### src/rtl/alu_pkg.sv
// Shared opcode, FSM-state and jump constants for the ALU sequencer.
package alu_pkg;

    localparam logic [3:0] OP_MOVE = 4'h0;
    localparam logic [3:0] OP_ADD  = 4'h1;
    localparam logic [3:0] OP_SUB  = 4'h2;
    localparam logic [3:0] OP_NOT  = 4'h3;
    localparam logic [3:0] OP_AND  = 4'h4;
    localparam logic [3:0] OP_OR   = 4'h5;
    localparam logic [3:0] OP_XOR  = 4'h6;
    localparam logic [3:0] OP_SLT  = 4'h7;
    localparam logic [3:0] OP_J    = 4'h8;
    localparam logic [3:0] OP_JAL  = 4'h9;
    localparam logic [3:0] OP_LW   = 4'hA;
    localparam logic [3:0] OP_SW   = 4'hB;
    localparam logic [3:0] OP_BEQ  = 4'hC;
    localparam logic [3:0] OP_BNE  = 4'hD;
    localparam logic [3:0] OP_ADDI = 4'hE;
    localparam logic [3:0] OP_LI   = 4'hF;

    localparam logic [2:0] ST_IDLE  = 3'd0;
    localparam logic [2:0] ST_FETCH = 3'd1;
    localparam logic [2:0] ST_EXEC  = 3'd2;
    localparam logic [2:0] ST_MEM   = 3'd3;
    localparam logic [2:0] ST_WB    = 3'd4;
    localparam logic [2:0] ST_HALT  = 3'd5;

    localparam logic [7:0] JUMP_TAKEN = 8'hFF;

    // Opcodes whose ALU result is written back to R[d].
    function automatic logic writes_alu(input logic [3:0] op);
        return (op[3] == 1'b0) || (op == OP_ADDI) || (op == OP_LI);
    endfunction

endpackage

### src/rtl/alu_sequencer_if.sv
// Memory and ALU bus of the sequencer; master = sequencer, slave = memories/ALU.
// Handshake: a transfer completes at the rising edge where valid is high while req is high;
// req and its address/data stay constant until then, and valid without req is ignored.
interface alu_sequencer_if #(parameter int WIDTH = 8);
    logic             imem_req;
    logic [WIDTH-1:0] imem_addr;
    logic             imem_valid;
    logic [WIDTH-1:0] imem_data;
    logic             dmem_req;
    logic             dmem_we;
    logic [WIDTH-1:0] dmem_addr;
    logic [WIDTH-1:0] dmem_wdata;
    logic [WIDTH-1:0] dmem_rdata;
    logic             dmem_valid;
    logic [WIDTH-1:0] alu_instr;
    logic [WIDTH-1:0] alu_in0;
    logic [WIDTH-1:0] alu_in1;
    logic [WIDTH-1:0] alu_out;
    logic [WIDTH-1:0] alu_jump;
    logic             alu_overflow;

    modport master (
        output imem_req, imem_addr, input imem_valid, imem_data,
        output dmem_req, dmem_we, dmem_addr, dmem_wdata, input dmem_rdata, dmem_valid,
        output alu_instr, alu_in0, alu_in1, input alu_out, alu_jump, alu_overflow
    );

    modport slave (
        input imem_req, imem_addr, output imem_valid, imem_data,
        input dmem_req, dmem_we, dmem_addr, dmem_wdata, output dmem_rdata, dmem_valid,
        input alu_instr, alu_in0, alu_in1, output alu_out, alu_jump, alu_overflow
    );
endinterface

### src/rtl/seq_regfile.sv
// 4-entry register file: two asynchronous read ports, one synchronous write port.
module seq_regfile #(
    parameter int WIDTH = 8
) (
    input  logic             clk,
    input  logic             rst,
    input  logic [1:0]       ra_addr,
    output logic [WIDTH-1:0] ra_data,
    input  logic [1:0]       rb_addr,
    output logic [WIDTH-1:0] rb_data,
    input  logic             we,
    input  logic [1:0]       wa,
    input  logic [WIDTH-1:0] wd
);
    logic [WIDTH-1:0] regs [4];

    assign ra_data = regs[ra_addr];
    assign rb_data = regs[rb_addr];

    always_ff @(posedge clk or posedge rst) begin
        if (rst) begin
            for (int i = 0; i < 4; i++) regs[i] <= '0;
        end else if (we) begin
            regs[wa] <= wd;
        end
    end
endmodule

### src/rtl/alu_sequencer.sv
// Fetch/decode/execute sequencer driving an external 8-bit ALU.
// `ALU_SEQ_OVERFLOW_TRAP_EN: signed ADD overflow halts with trap instead of committing.
import alu_pkg::*;

module alu_sequencer #(
    parameter int               WIDTH    = 8,
    parameter logic [WIDTH-1:0] RESET_PC = '0
) (
    input  logic           clk,
    input  logic           rst,
    input  logic           start,
    output logic           busy,
    output logic           ovf_flag,
    output logic           trap,
    output logic [2:0]     dbg_state,
    alu_sequencer_if.master bus
);
    logic [2:0]       state;
    logic [WIDTH-1:0] pc, ir, res_q, jump_q, mem_q;
    logic [WIDTH-1:0] rd_val, rt_val, wdata, next_pc;
    logic             ovf_q, taken, trap_hit, reg_we;
    logic [3:0]       op;
    logic [1:0]       d, t, waddr;

    assign op = ir[7:4];
    assign d  = ir[3:2];
    assign t  = ir[1:0];

    seq_regfile #(.WIDTH(WIDTH)) u_regfile (
        .clk(clk), .rst(rst),
        .ra_addr(d), .ra_data(rd_val),
        .rb_addr(t), .rb_data(rt_val),
        .we(reg_we), .wa(waddr), .wd(wdata)
    );

    assign bus.imem_req   = (state == ST_FETCH);
    assign bus.imem_addr  = (state == ST_FETCH) ? pc : '0;
    assign bus.dmem_req   = (state == ST_MEM);
    assign bus.dmem_we    = (state == ST_MEM) && (op == OP_SW);
    assign bus.dmem_addr  = (state == ST_MEM) ? rt_val : '0;
    assign bus.dmem_wdata = ((state == ST_MEM) && (op == OP_SW)) ? rd_val : '0;
    assign bus.alu_instr  = ir;
    assign bus.alu_in1    = rt_val;

    always_comb begin
        bus.alu_in0 = rd_val;
        if (op == OP_MOVE || op == OP_NOT)      bus.alu_in0 = rt_val;
        else if (op == OP_ADDI || op == OP_LI)  bus.alu_in0 = {{(WIDTH-2){1'b0}}, t};
    end

    assign busy      = (state == ST_FETCH) || (state == ST_EXEC) ||
                       (state == ST_MEM)   || (state == ST_WB);
    assign dbg_state = state;
    assign taken     = (jump_q == JUMP_TAKEN);

`ifdef ALU_SEQ_OVERFLOW_TRAP_EN
    assign trap_hit = (op == OP_ADD) && ovf_q;
    assign trap     = (state == ST_HALT);
`else
    assign trap_hit = 1'b0;
    assign trap     = 1'b0;
`endif

    // Branch/jump targets read R[t] in WB, before any same-edge register write lands.
    always_comb begin
        next_pc = pc + WIDTH'(1);
        case (op)
            OP_J, OP_JAL:   if (taken) next_pc = rt_val;
            OP_BEQ, OP_BNE: if (taken) next_pc = pc + WIDTH'(2);
            default: ;
        endcase
    end

    assign reg_we = (state == ST_WB) && !trap_hit &&
                    (writes_alu(op) || op == OP_LW || (op == OP_JAL && taken));
    assign waddr  = (op == OP_JAL) ? 2'd3 : d;
    assign wdata  = (op == OP_LW) ? mem_q : (op == OP_JAL) ? pc + WIDTH'(1) : res_q;

    always_ff @(posedge clk or posedge rst) begin
        if (rst) begin
            state    <= ST_IDLE;
            pc       <= RESET_PC;
            ir       <= '0;
            res_q    <= '0;
            jump_q   <= '0;
            mem_q    <= '0;
            ovf_q    <= 1'b0;
            ovf_flag <= 1'b0;
        end else begin
            case (state)
                ST_IDLE:  if (start) state <= ST_FETCH;
                ST_FETCH: if (bus.imem_valid) begin
                    ir    <= bus.imem_data;
                    state <= ST_EXEC;
                end
                ST_EXEC: begin
                    res_q  <= bus.alu_out;
                    jump_q <= bus.alu_jump;
                    ovf_q  <= bus.alu_overflow;
                    state  <= (op == OP_LW || op == OP_SW) ? ST_MEM : ST_WB;
                end
                ST_MEM:   if (bus.dmem_valid) begin
                    mem_q <= bus.dmem_rdata;
                    state <= ST_WB;
                end
                ST_WB: begin
                    if (op == OP_ADD && ovf_q) ovf_flag <= 1'b1;
                    if (trap_hit) begin
                        state <= ST_HALT;
                    end else begin
                        pc    <= next_pc;
                        state <= ST_FETCH;
                    end
                end
                ST_HALT:  state <= ST_HALT;
                default:  state <= ST_IDLE;
            endcase
        end
    end
endmodule
### src/flat_wrapper.sv
// flat-port wrapper written by rule: the top's interface ports become plain ports
module alu_sequencer_flat 
#(
    parameter int               WIDTH    = 8,
    parameter logic [WIDTH-1:0] RESET_PC = '0
)
  (clk, rst, start, busy, ovf_flag, trap, dbg_state, bus_imem_req, bus_imem_addr, bus_imem_valid, bus_imem_data, bus_dmem_req, bus_dmem_we, bus_dmem_addr, bus_dmem_wdata, bus_dmem_rdata, bus_dmem_valid, bus_alu_instr, bus_alu_in0, bus_alu_in1, bus_alu_out, bus_alu_jump, bus_alu_overflow);
  alu_sequencer_if #(.WIDTH(WIDTH)) bus_i ();
  input  logic clk;
  input  logic rst;
  input  logic start;
  output logic busy;
  output logic ovf_flag;
  output logic trap;
  output logic [2:0] dbg_state;
  output wire logic [$bits(bus_i.imem_req)-1:0] bus_imem_req;
  output wire logic [$bits(bus_i.imem_addr)-1:0] bus_imem_addr;
  input wire logic [$bits(bus_i.imem_valid)-1:0] bus_imem_valid;
  input wire logic [$bits(bus_i.imem_data)-1:0] bus_imem_data;
  output wire logic [$bits(bus_i.dmem_req)-1:0] bus_dmem_req;
  output wire logic [$bits(bus_i.dmem_we)-1:0] bus_dmem_we;
  output wire logic [$bits(bus_i.dmem_addr)-1:0] bus_dmem_addr;
  output wire logic [$bits(bus_i.dmem_wdata)-1:0] bus_dmem_wdata;
  input wire logic [$bits(bus_i.dmem_rdata)-1:0] bus_dmem_rdata;
  input wire logic [$bits(bus_i.dmem_valid)-1:0] bus_dmem_valid;
  output wire logic [$bits(bus_i.alu_instr)-1:0] bus_alu_instr;
  output wire logic [$bits(bus_i.alu_in0)-1:0] bus_alu_in0;
  output wire logic [$bits(bus_i.alu_in1)-1:0] bus_alu_in1;
  input wire logic [$bits(bus_i.alu_out)-1:0] bus_alu_out;
  input wire logic [$bits(bus_i.alu_jump)-1:0] bus_alu_jump;
  input wire logic [$bits(bus_i.alu_overflow)-1:0] bus_alu_overflow;
  assign bus_imem_req = bus_i.imem_req;
  assign bus_imem_addr = bus_i.imem_addr;
  assign bus_i.imem_valid = bus_imem_valid;
  assign bus_i.imem_data = bus_imem_data;
  assign bus_dmem_req = bus_i.dmem_req;
  assign bus_dmem_we = bus_i.dmem_we;
  assign bus_dmem_addr = bus_i.dmem_addr;
  assign bus_dmem_wdata = bus_i.dmem_wdata;
  assign bus_i.dmem_rdata = bus_dmem_rdata;
  assign bus_i.dmem_valid = bus_dmem_valid;
  assign bus_alu_instr = bus_i.alu_instr;
  assign bus_alu_in0 = bus_i.alu_in0;
  assign bus_alu_in1 = bus_i.alu_in1;
  assign bus_i.alu_out = bus_alu_out;
  assign bus_i.alu_jump = bus_alu_jump;
  assign bus_i.alu_overflow = bus_alu_overflow;
  alu_sequencer #(.WIDTH(WIDTH), .RESET_PC(RESET_PC)) u_core (.clk(clk), .rst(rst), .start(start), .busy(busy), .ovf_flag(ovf_flag), .trap(trap), .dbg_state(dbg_state), .bus(bus_i));
endmodule
### config.mk
export PLATFORM = sky130hd
export DESIGN_NAME = alu_sequencer_flat
export DESIGN_NICKNAME = d
export VERILOG_FILES = /design/src/rtl/alu_pkg.sv /design/src/rtl/alu_sequencer_if.sv /design/src/rtl/seq_regfile.sv /design/src/rtl/alu_sequencer.sv /design/src/flat_wrapper.sv
export SDC_FILE = /design/constraint.sdc
export NUM_CORES = 1
export LEC_CHECK = 0
export ABC_AREA = 1
export ABC_CLOCK_PERIOD_IN_PS = 3430
export CORE_MARGIN = 10
export CORE_UTILIZATION = 45
export CTS_CLUSTER_SIZE = 8
export DETAILED_ROUTE_END_ITERATION = 10
export PLACE_DENSITY_LB_ADDON = 0.12
export SETUP_SLACK_MARGIN = 0.1
export SLEW_MARGIN = 30
export SYNTH_ARGS = -nofsm -noshare
export SYNTH_HDL_FRONTEND = slang
export SYNTH_SLANG_ARGS = --single-unit
### constraint.sdc
create_clock -name clk -period 3.43 [get_ports clk]
set_clock_uncertainty 0.2 [all_clocks]
set_input_delay 0.686 -clock clk [delete_from_list [all_inputs] [get_ports clk]]
set_output_delay 0.686 -clock clk [all_outputs]
set_load 0.02 [all_outputs]
==> run summary <==
The run finished with clean final reports. The sequential cell area is 1930 sq um, and the H-tree depth is 3. The delay of the slowest critical-path stage works out to 640 ps. The average instance in the mapped netlist occupies 7.06 sq um. STA classifies the critical path endpoint as a primary output. The tool flagged a number of max-cap violations equal to 0.

For the count of synthesis-stage warnings from yosys, the log shows 0. The run gives 0 as the number of antenna violations at the first check in global routing. The run gives 2280 ps as the arrival time at the worst endpoint.

The post-route netlist has 9.26% of its cells at a drive strength greater than 1. In this run the worst path has a maximum fanout of 8. The final hold violation count is 0.

sky130_fd_sc_hd__dfrtp_1 takes more of the synthesized area than any other cell. Counting the buffers created by CTS gives 9. Once placement completed, the tool counted placed cells totaling 876. The tools report the synthesized netlist cell count as 657.

The worst hold path stage count is 2. Counting flops with an async set or reset pin after synthesis yields a share of 100%. The setup check on the worst reg-to-reg path leaves a slack of 980 ps. Detailed placement finished with a half-perimeter wire length of 11.3 mm. Once layout is complete, the cells apart from fillers number 892. The tree built by TritonCTS fans out to 77 sinks. The worst path setup slack after routing came out at 260 ps.

After detailed routing, the number of remaining DRC violations is 0. The floorplan step set the die height to 122 um. The clock period could shrink to 3170 ps. The tightest min-delay check is of the reg -> reg type. In this run the deepest clock path goes through 2 buffers. Yosys attributes the largest share of cell area to sky130_fd_sc_hd__dfrtp_1 (42%), sky130_fd_sc_hd__nand2_1 (22%), sky130_fd_sc_hd__nor2_1 (5.4%), sky130_fd_sc_hd__a21oi_1 (4.2%), sky130_fd_sc_hd__inv_1 (4.1%).

For hold timing, the worst endpoint is u_core.u_regfile.regs[25]$_DFFE_PP0P_. The synthesized flop and latch total is 77, and the final hold slack is 281 ps. For the worst flop-to-flop path, the logic depth is 11. For this design the total switching power over the nets is 2.72 mW. OpenSTA, run right after detailed placement, puts the worst setup slack at 442 ps.

The via count is 4742, and the leftover overflow at the end of global routing is 0. Clock latency on the worst-skew pair, taken at its later pin, is 370 ps. Across every metal layer, demand over resource in global routing totals 20.7%. Traced cell by cell, the critical path runs through inv_1 -> nand2_1 -> nand3_1 -> and2_1 -> inv_1 -> nor2_1 -> clkdlybuf4s50_1. The number of global-route vias before repair was 4620. The top cell type by area accounts for 41.5% of the synthesized area.

The floorplan has 37 rows. The max-slew violation count was 0; the power density over the cells was 934 nW/um^2. The path type of the worst setup path is reg -> out.

Adding up every negative setup slack in the final design gives 0 ps. At the end of the flow, the number of nets in the layout was 791. The worst setup path is launched from a flop. The floorplan step defined a die boundary enclosing 14800 sq um. The worst pin sits at a relative slew slack of 60.3%. On the critical path, the stage with the largest delay is an instance of sky130_fd_sc_hd__clkdlybuf4s50_1. Startpoint of the worst register-to-register path: u_core.jump_q[1]$_DFFE_PP0N_.

After clock tree synthesis, the setup repair step added 0 buffers. For the routed wire length, the log shows 15.2 mm. The layout has 980 filler cells.

The number of different library cells in the post-synthesis netlist was 43. The internal portion of the total power is 2.84 mW. From synthesis to final layout, the design area changed by 28.5%. Combinational cells account for 58.1% of the total power. The maximum number of pins on one net before global-route repair came out at 78.

The number of iterations in the first detailed-routing pass came out at 6. Port buffering added 93 buffers. For the post-synthesis net count, the log shows 697.

Measured on the finished design, the core utilization comes to 58.5%. Setup repair after global routing left no endpoint under its margin. The logs give 2540 ps for the endpoint required time on the critical path and 45.5% for the initial standard-cell utilization of the core.

The part of the cycle the worst path needs works out to 92.4%. The number of antenna diodes in the final layout is 0. 95 I/O pins were placed. Clock-pin slew was measured on the worst setup and hold paths at 90 ps. Number of synthesized flops with an enable pin: 0. The die is 122 um wide. The run gives 0.315 GHz as the maximum clock rate. The most used flip-flop cell after synthesis is sky130_fd_sc_hd__dfrtp_1. For the pin with the worst max-slew slack, the measured transition is 595 ps. Net switching is 48.9% of the power. The mapped netlist covers 4640 sq um. At the end of routability-driven placement, the weighted congestion stood at 0.974.

The logs give 2350 sq um for the multi-input logic area and 0 for the final antenna-violating net count. Sequential cells were found to cover 41.5% of the synthesized design area. The tools report the share of power burned in the clock network as 13.3%.

Setup violations remaining at the end of the flow were counted as 0. The region available for standard cell placement spans 10200 sq um. The first-pass GRT wire length is 24.3 mm.

In the routed layout, each cell is associated on average with a via count of 5.32. The most numerous cell in the Yosys netlist was sky130_fd_sc_hd__nand2_1. Library cell used as clock root buffer: sky130_fd_sc_hd__clkbuf_8. TritonCTS built the clock tree. The logs give 3.18 nW for the leakage power figure and 28.6% for the portion of total power attributed to sequential cells.

Endpoint of the lowest-slack register-to-register path: u_core.u_regfile.regs[25]$_DFFE_PP0P_. Dividing the detail-routed wire length by the instance count gives 17.1 um. The cell that appears most often on the critical path is sky130_fd_sc_hd__inv_1.

For this block, the initial DRC count from the detailed router was 500. The tools report the worst supply voltage drop on vdd as 0.313 mV. The commonest cells after synthesis are sky130_fd_sc_hd__nand2_1 (270), sky130_fd_sc_hd__dfrtp_1 (77), sky130_fd_sc_hd__nor2_1 (67), sky130_fd_sc_hd__inv_1 (51), sky130_fd_sc_hd__a21oi_1 (39). The tools report the launch instance of the worst min-delay path as u_core.u_regfile.regs[25]$_DFFE_PP0P_.
-- state kept, by name, indices dropped and copies added (netlist names) --
name / cells
u_core.mem_q: 8
u_core.u_regfile.regs: 32
u_core.dbg_state: 3
u_core.ovf_q: 1
u_core.jump_q: 8
u_core.pc: 8
u_core.ovf_flag: 1
u_core.res_q: 8
u_core.bus.alu_instr: 8
-- critical path, delay by kind of cell (launching register included) --
family                 cells  cell delay, ps
buffers and inverters      3             900
and+or+nand+nor            4             540
DFF                        1             490
-- power groups by stage --
stage / registers (mW) / clock network (mW) / logic [mW]
after floorplan: 1.58 / 0 / 1.98
after global placement: 1.58 / 0 / 3.18
after detailed placement: 1.60 / 0 / 3.23
after CTS: 1.58 / 0.746 / 3.24
after global routing: 1.65 / 0.790 / 3.54
final: 1.59 / 0.740 / 3.23
-- cell usage in the layout, fill, tap and decap left out, types with 3 or more instances in the layout --
cell                                n
sky130_fd_sc_hd__a21oi_1           39
sky130_fd_sc_hd__a32o_1             4
sky130_fd_sc_hd__buf_4              9
sky130_fd_sc_hd__clkbuf_8          10
sky130_fd_sc_hd__clkdlybuf4s50_1   75
sky130_fd_sc_hd__clkinv_4           3
sky130_fd_sc_hd__dfrtp_1           75
sky130_fd_sc_hd__dlygate4sd2_1      4
sky130_fd_sc_hd__dlymetal6s2s_1    14
sky130_fd_sc_hd__inv_1             50
sky130_fd_sc_hd__inv_2              8
sky130_fd_sc_hd__mux2_4             4
sky130_fd_sc_hd__nand2_1          270
sky130_fd_sc_hd__nand2_4            3
sky130_fd_sc_hd__nand3_1           33
sky130_fd_sc_hd__nand4_1            4
sky130_fd_sc_hd__nor2_1            67
sky130_fd_sc_hd__nor2_2             4
sky130_fd_sc_hd__nor2_4             3
sky130_fd_sc_hd__nor2_8             4
sky130_fd_sc_hd__o21ai_0           28
sky130_fd_sc_hd__o21ai_2            4
sky130_fd_sc_hd__o22ai_1            6
-- metal layers --
metal	up-vias	global-route usage, %	wire, um
met1	2213	26.8	6470
met3	35	4.56	1190
li1	2271	-	-
met5	-	0	0
met4	0	9.61	512
met2	223	32.2	7060
-- cells by family after synthesis --
kind of cell | after synthesis | synth area share [%]
AND/OR/NAND/NOR | 394 | 36.4
AO/OA/AOI/OAI | 92 | 11.7
buffers and inverters | 83 | 7.71
flip-flops | 77 | 41.5
multiplexers | 5 | 1.54
XOR/XNOR | 3 | 0.567
adder cells (fa/ha/maj) | 2 | 0.539
other | 1 | 0.0809
-- final cells by class --
type / instances / area share [%]
multi-input cells: 497 / 39.5
clock buffers: 10 / 2.31
flip-flops and latches: 77 / 32.4
repair buffers: 103 / 17.6
well taps: 136 / 2.86
clock inverters: 6 / 1.20
inverters: 63 / 4.16
-- worst max-delay path by stage --
stage | startpoint | endpoint | slack, ps | cells past startpoint
floorplan | rst | u_core.bus.alu_instr[0]$_DFFE_PP0P_ | 580 | 1
global placement | u_core.dbg_state[2]$_DFFE_PP0P_ | bus_dmem_wdata[0] | 510 | 7
detailed placement | u_core.dbg_state[2]$_DFFE_PP0P_ | bus_dmem_wdata[0] | 440 | 7
CTS | u_core.dbg_state[2]$_DFFE_PP0P_ | bus_dmem_wdata[5] | 100 | 7
global route | u_core.bus.alu_instr[2]$_DFFE_PP0P_ | bus_alu_in0[1] | 100 | 8
finish | u_core.bus.alu_instr[0]$_DFFE_PP0P_ | bus_dmem_addr[1] | 260 | 7
-- metrics by stage --
stage,power [mW],instance area (sq um)
floorplan,3.56,4640
global placement,4.75,5720
detailed placement,4.82,5720
CTS,5.57,5920
global route,5.98,5960
finish,5.57,5960
-- what timing repair did --
item | CTS | global route
gates resized for setup | 4 | 16
endpoints found under the setup margin | 4 | 16
hold buffers | 0 | 0
Power figures use the tool's default switching activity.
